### config.mk
export PLATFORM = sky130hd
export DESIGN_NAME = uart_tx_ctrl
export DESIGN_NICKNAME = d
export VERILOG_FILES = /design/src/rtl/uart_tx_pkg.sv /design/src/rtl/uart_parity_calc.sv /design/src/rtl/uart_tx_ctrl.sv
export SDC_FILE = /design/constraint.sdc
export NUM_CORES = 1
export LEC_CHECK = 0
export ABC_AREA = 1
export CORE_MARGIN = 2
export CORE_UTILIZATION = 28
export CTS_CLUSTER_DIAMETER = 40
export DETAILED_ROUTE_END_ITERATION = 12
export GPL_TIMING_DRIVEN = 1
export PLACE_DENSITY = 0.63
export SLEW_MARGIN = 20
export SYNTH_ARGS = -nofsm -noshare
export SYNTH_HDL_FRONTEND = slang
export SYNTH_SLANG_ARGS = --single-unit
### constraint.sdc
create_clock -name CLK -period 1.2 [get_ports CLK]
set_input_delay 0.24 -clock CLK [delete_from_list [all_inputs] [get_ports CLK]]
set_output_delay 0.24 -clock CLK [all_outputs]
set_load 0.02 [all_outputs]
### src/rtl/uart_tx_pkg.sv
// Shared encodings for the UART transmit frame controller.
//   state_t      : frame sequencing states (3-bit encoding)
//   MUX_*        : TX line source select, decoded from registered state only
package uart_tx_pkg;

    typedef enum logic [2:0] {
        ST_IDLE   = 3'd0,
        ST_START  = 3'd1,
        ST_DATA   = 3'd2,
        ST_PARITY = 3'd3,
        ST_STOP   = 3'd4
    } state_t;

    // IDLE and STOP both drive a mark (1), so they share MUX_STOP.
    localparam logic [1:0] MUX_START = 2'b00;
    localparam logic [1:0] MUX_STOP  = 2'b01;
    localparam logic [1:0] MUX_DATA  = 2'b10;
    localparam logic [1:0] MUX_PAR   = 2'b11;

endpackage

### src/rtl/uart_parity_calc.sv
// Combinational parity generator for one UART frame.
// Ports:
//   data     in   DATA_WIDTH  latched frame data
//   par_typ  in   1           0 = even parity, 1 = odd parity
//   par_bit  out  1           parity bit to place on the line
module uart_parity_calc #(
    parameter int DATA_WIDTH = 8
) (
    input  logic [DATA_WIDTH-1:0] data,
    input  logic                  par_typ,
    output logic                  par_bit
);

    assign par_bit = (^data) ^ par_typ;

endmodule

### src/rtl/uart_tx_ctrl.sv
// UART transmit frame controller. Latches a host byte plus parity config,
// sequences an external serializer, and owns the TX line mux.
// Ports:
//   CLK, RST    clock (rising edge) / async active-low reset
//   P_DATA      byte to send, sampled on acceptance
//   Data_Valid  send request, accepted in IDLE or STOP
//   PAR_EN      parity enable, sampled on acceptance
//   PAR_TYP     0 = even, 1 = odd, sampled on acceptance
//   ser_done    serializer has shifted all bits
//   ser_data    serializer bit stream
//   ser_load    one-cycle load pulse to the serializer (START)
//   ser_pdata   latched frame data for the serializer
//   ser_en      serializer shift enable (DATA)
//   TX_OUT      serial line, idle high
//   busy        frame in progress
//
// state  | meaning
// IDLE   | line idle high, waiting for Data_Valid
// START  | start bit (0), serializer load pulse
// DATA   | line follows serializer until ser_done
// PARITY | parity bit from latched data/type
// STOP   | stop bit (1); Data_Valid here starts the next frame directly
module uart_tx_ctrl
    import uart_tx_pkg::*;
#(
    parameter int DATA_WIDTH = 8
) (
    input  logic                  CLK,
    input  logic                  RST,
    input  logic [DATA_WIDTH-1:0] P_DATA,
    input  logic                  Data_Valid,
    input  logic                  PAR_EN,
    input  logic                  PAR_TYP,
    input  logic                  ser_done,
    input  logic                  ser_data,
    output logic                  ser_load,
    output logic [DATA_WIDTH-1:0] ser_pdata,
    output logic                  ser_en,
    output logic                  TX_OUT,
    output logic                  busy
);

    state_t     state;
    logic [1:0] tx_sel;
    logic       par_en_q;
    logic       par_typ_q;
    logic       par_bit;
    logic       tx_line;

    uart_parity_calc #(
        .DATA_WIDTH(DATA_WIDTH)
    ) u_parity (
        .data    (ser_pdata),
        .par_typ (par_typ_q),
        .par_bit (par_bit)
    );

    // Outputs and line select are registered alongside the state so the
    // line never depends combinationally on Data_Valid.
    always_ff @(posedge CLK or negedge RST) begin
        if (!RST) begin
            state     <= ST_IDLE;
            tx_sel    <= MUX_STOP;
            ser_load  <= 1'b0;
            ser_en    <= 1'b0;
            busy      <= 1'b0;
            ser_pdata <= '0;
            par_en_q  <= 1'b0;
            par_typ_q <= 1'b0;
        end else begin
            ser_load <= 1'b0;
            case (state)
                ST_IDLE, ST_STOP: begin
                    if (Data_Valid) begin
                        state     <= ST_START;
                        tx_sel    <= MUX_START;
                        ser_load  <= 1'b1;
                        ser_en    <= 1'b0;
                        busy      <= 1'b1;
                        ser_pdata <= P_DATA;
                        par_en_q  <= PAR_EN;
                        par_typ_q <= PAR_TYP;
                    end else begin
                        state  <= ST_IDLE;
                        tx_sel <= MUX_STOP;
                        ser_en <= 1'b0;
                        busy   <= 1'b0;
                    end
                end
                ST_START: begin
                    state  <= ST_DATA;
                    tx_sel <= MUX_DATA;
                    ser_en <= 1'b1;
                end
                ST_DATA: begin
                    if (ser_done) begin
                        ser_en <= 1'b0;
                        if (par_en_q) begin
                            state  <= ST_PARITY;
                            tx_sel <= MUX_PAR;
                        end else begin
                            state  <= ST_STOP;
                            tx_sel <= MUX_STOP;
                        end
                    end
                end
                ST_PARITY: begin
                    state  <= ST_STOP;
                    tx_sel <= MUX_STOP;
                end
                default: begin
                    state  <= ST_IDLE;
                    tx_sel <= MUX_STOP;
                    ser_en <= 1'b0;
                    busy   <= 1'b0;
                end
            endcase
        end
    end

    always_comb begin
        tx_line = 1'b1;
        case (tx_sel)
            MUX_START: tx_line = 1'b0;
            MUX_DATA:  tx_line = ser_data;
            MUX_PAR:   tx_line = par_bit;
            default:   tx_line = 1'b1;
        endcase
    end

    assign TX_OUT = tx_line;

endmodule

# Word level (Yosys, flattened, before mapping)

Index checks and enable logic that the tools add are counted.

Register bits: 18
Bits of input ports: 15
Output and inout port bits: 12
Logic and storage cells: 38

Equality and inequality tests: 7
Mux-type cells: 14
Bitwise operators: 2
Reduce and logical (&&, ||, !) cells: 7

Operators with widths:

| cell                                                | number |
|---|---|
| one-hot mux 3 bit (4 select lines)                  | 1 |
| XOR reduction 8 bit                                 | 1 |
| equality test 3 x 2 -> 1 bit, second input constant | 2 |
| two-way mux 3 bit                                   | 2 |
| one-hot mux 1 bit (3 select lines)                  | 2 |
| one-hot mux 2 bit (3 select lines)                  | 1 |
| two-way mux 1 bit                                   | 5 |
| equality test 2 bit, second input constant          | 2 |
| two-way mux 2 bit                                   | 2 |
| AND reduction 2 bit                                 | 2 |
| equality test 3 x 1 -> 1 bit, second input constant | 1 |
| equality test 3 bit, second input constant          | 1 |
| zero test 3 bit                                     | 1 |
| OR reduction 3 bit                                  | 1 |
| zero test 2 bit                                     | 1 |
| inequality test 2 bit, second input constant        | 1 |
| one-hot mux 1 bit (2 select lines)                  | 1 |
| OR reduction 2 bit                                  | 1 |
| inverter 1 bit                                      | 1 |
| XOR 1 bit                                           | 1 |

# Longest topological paths before layout

Depth in word-level cells: 3
Mapped depth: 10
Mapped depth without buffers: 10

# Cells and area by module

A second synthesis with hierarchy kept.

Cell total of the unflattened synthesis: 120
Area, all modules: 889.6 um^2

Modules (own cells, without submodules):

| module           | instances | cells each | area an instance (um^2) | seq. area each (um^2) |
|---|---|---|---|---|
| uart_tx_ctrl     | 1         | 82         | 725.7                   | 451.7 |
| uart_parity_calc | 1         | 38         | 163.9                   | 0.0 |

# Worst setup path before layout

No wires, ideal clock.

Path type: register to output
From: reg ser_pdata[0]
To: out TX_OUT
Data arrival time: 1127 ps
Data required time: 960 ps
Path slack: -167 ps
Cell stages (with the launch flop): 11
Path buffers: 0
Path through: dfrtp_1 inv_2 nand2_1 nand2_1 nand2_1 nand2_1 nand2_1 nand2_1 nand2_1 nand3_1 nand3_1

Cells in the longest elaborated chain, start to end: 3

RTL lines:

| item                               | line                   | source |
|---|---|---|
| start, declared                    | uart_tx_ctrl.sv:37     | `output logic [DATA_WIDTH-1:0] ser_pdata,` |
| start signal, assigned             | uart_tx_ctrl.sv:67     | `ser_pdata <= '0;` |
| start signal, assigned             | uart_tx_ctrl.sv:80     | `ser_pdata <= P_DATA;` |
| XOR reduction 8 bit                | uart_parity_calc.sv:14 | `assign par_bit = (^data) ^ par_typ;` |
| XOR 1 bit                          | uart_parity_calc.sv:14 |  |
| one-hot mux 1 bit (3 select lines) | uart_tx_ctrl.sv:123    | `case (tx_sel)` |
| end, declared                      | uart_tx_ctrl.sv:39     | `output logic TX_OUT,` |

Every way passes these cells.

# Final worst setup path

From: reg ser_pdata[2]
To: out TX_OUT

Same word-level chain as after synthesis.

==> run_results.csv <==
group,metric,value,unit
status,outcome,"complete, but fails checks",
grt,grt_max_degree,20,
power_and_ir_drop,peakVddDrop,0.959,mV
critical_path,crit_fanout,4,
critical_path,cp.arrival,1.44,ns
cells_and_area,fin_nets,173,
sta,finalHoldViolCount,0,
sta,relSlewSlack,85.4,%
power_and_ir_drop,p_comb_share,59.5,%
power_and_ir_drop,sw_frac_of_total,44.0,%
yosys,yosys_warnings,0,
cells_and_area,final_core_util,44.7,%
critical_path,cp.required,0.96,ns
sta,setup_viol,4,
floorplanning,dieArea,3770,sq um
placement,dpl_cell_area,1340,sq um
yosys,avgSynthCellArea,8.24,sq um
clock_tree,cts-buffers-inserted,3,
cells_and_area,layout.cells.non_filler,201,
drt,wl_per_cell,10.3,um
sta,finalCritPeriodShare,140,%
grt,grt_pass1_vias,849,
drt,drtPass1Iterations,4,
job,drv_cap,0,
power_and_ir_drop,p_leak,0.723,nW
yosys,yosysSeqAreaShare,48.9,%
sta,worst_pin_slew,0.219,ns
floorplanning,die_x,61.4,um
cells_and_area,drive_gt1_share,41.4,%
drt,drt_wl_total,2070,um
sta,final.min_clock_period,1.68,ns
yosys,syn_area,923,sq um
placement,dpl.hpwl,1550,um
floorplanning,ios,27,
sta,grt_setup_unrepaired,"yes",
cells_and_area,final_area,1390,sq um
cells_and_area,synthToLayoutAreaGrowth,50.3,%
placement,gp_congestion,0.803,
critical_path,start_kind,"register",
clock_tree,cts_buffer_depth,2,
floorplanning,initial_utilization,29.8,%
power_and_ir_drop,p_per_area,2650,nW/um^2
placement,place_inst,193,
placement,numPortBuffers,26,
power_and_ir_drop,p_int,2.06,mW
sta,maxSlewViolCount,0,
status,violations,"setup timing",
critical_path,cp-end-kind,"output port",
clock_tree,htree_levels,1,
floorplanning,core-area,3100,sq um
grt,grt_antenna_before_repair,0,
clock_tree,clock_latency,0.30,ns
sta,finClkSkew,0.0106,ns
cells_and_area,fillers,321,
sta,postLayoutSetupSlackWorst,-0.476,ns
drt,antenna_left,0,
grt,overflow,0,
grt,gr-usage-all-layers,12.7,%
power_and_ir_drop,switchingPower,1.62,mW
critical_path,crit_type,"register to output port",
clock_tree,cts-root-buf,"clkbuf_4",
floorplanning,rows,20,
drt,drcViolationCount,0,
power_and_ir_drop,seqPwrFrac,31.8,%
critical_path,reg2reg_depth,4,
clock_tree,tritoncts,"yes",
sta,fmax,0.596,GHz
drt,drt_iter0_drc,26,
worst_hold_path,hp-class,"input pin to async pin",
clock_tree,hold_buffers,0,
floorplanning,die_y,61.4,um
yosys,synthDistinctLibCells,19,
power_and_ir_drop,total_power,3.68,mW
yosys,synth_nets,127,
grt,grt_first_pass_wirelength,3420,um
cells_and_area,n_antenna_cell,0,
drt,vias_per_cell,4.20,
power_and_ir_drop,p_clk_share,8.7,%
yosys,postSynthCellCount,112,
clock_tree,cts.sinks,18,
clock_tree,path_clk_slew,0.10,ns
placement,pre_cts_ws,-0.628,ns
yosys,synth-seq-cells,18,
drt,via_count,844,
## repair_timing
action / in CTS / in global routing
buffers inserted: 3 / 2
resized for setup: 59 / 4
pin swaps: 0 / 1
endpoints found under the setup margin: 12 / 8
## cell usage in the layout, fill, tap and decap left out, drive strengths merged
cell,synthesis,routed
clkdlybuf4s50,0,14
xor2,1,1
nor3,1,1
dfrtp,17,17
a21oi,1,1
nand2,47,47
o21ai,13,13
nand3,7,7
buf,1,27
nor2,4,4
dfstp,1,1
clkbuf,0,4
clkdlybuf4s15,0,1
o211ai,1,1
inv,18,18
## per-stage QoR
stage	setup TNS, ns	hold slack [ns]
4_1_cts	-0.614	0.275
2_1_floorplan	-0.0990	-0.0556
3_5_place_dp	-1.27	0.511
3_3_place_gp	-1.04	0.509
6_report	-0.560	0.268
5_1_grt	-0.827	0.275
## sequential cells by signal (all words and copies together), names as in the netlist
name,flops
busy,1
par_en_q,1
par_typ_q,1
ser_en,1
ser_load,1
ser_pdata,8
state,3
tx_sel,2
## worst paths after layout
kind                                                 end                     start  slack, ns
worst min-delay path            ser_pdata[7]$_DFFE_PN0P_                       RST       0.27
worst max-delay path                              TX_OUT  ser_pdata[2]$_DFFE_PN0P_      -0.48
max in group asynchronous          tx_sel[0]$_DFFE_PN1P_                       RST       0.71
worst max register to register     tx_sel[1]$_DFFE_PN0P_      state[0]$_DFFE_PN0P_       0.10
min in group CLK                ser_pdata[2]$_DFFE_PN0P_                 P_DATA[2]       0.47
worst min register to register        ser_en$_DFFE_PN0P_        ser_en$_DFFE_PN0P_       0.53
## cell families (layout without fill, tap and decap cells)
logic type / count (synthesis) / in the layout / synth area share [%]
xor gates and xnor gates: 1 / 1 / 0.949
DFF: 18 / 18 / 48.9
AOI/OAI and AO/OA: 15 / 15 / 11.2
buffers and inverters: 19 / 64 / 10.0
and+or+nand+nor: 59 / 59 / 28.9
## cells in the mapped netlist
library cell / instances / area, sq um
nand2_1: 42 / 158
dfrtp_1: 17 / 425
inv_1: 12 / 45.0
nand3_1: 7 / 35.0
o21ai_2: 7 / 61.3
inv_2: 5 / 18.8
o21ai_0: 4 / 20.0
nand2_4: 3 / 33.8
nor2_1: 3 / 11.3
nand2_2: 2 / 12.5
o21ai_1: 2 / 10.0
a21oi_1: 1 / 5.00
buf_12: 1 / 20.0
dfstp_2: 1 / 26.3
inv_6: 1 / 8.76
nor2_2: 1 / 6.26
nor3_2: 1 / 10.0
o211ai_1: 1 / 7.51
xor2_1: 1 / 8.76
## routing by layer
layer	track usage [%]	vias to the layer above	share of wire, %
met5	0	-	0
met4	9.12	0	2.9
met3	1.26	5	4.0
met2	21.1	19	52
met1	15.2	388	41
li1	-	432	-
## worst max-delay path: stages (launching register included)
cell	delay [ns]
dfrtp_2	0.44
inv_2	0.07
nand2_1	0.06
nand2_1	0.06
nand2_1	0.06
nand2_1	0.07
inv_1	0.04
nand3_1	0.09
nand3_2	0.08
nand3_2	0.06
buf_6	0.11
## power by group through the flow
stage | sequential, mW | clock (mW) | combinational, mW
2_1_floorplan | 1.35 | 0 | 1.06
3_3_place_gp | 1.15 | 0 | 2.08
3_5_place_dp | 1.17 | 0 | 2.12
4_1_cts | 1.17 | 0.333 | 2.17
5_1_grt | 1.22 | 0.362 | 2.44
6_report | 1.17 | 0.320 | 2.19
## cell type report
type                       instances  area [sq um]  share of cell area [%]
multi-input combinational         75           402                    28.9
timing repair buffer              42           372                    26.8
sequential                        18           460                    33.2
inverter                          18          72.6                    5.23
clock buffer                       4          26.3                    1.89
tap                               44          55.1                    3.97
Note: power is estimated with default switching activity, not from simulation.
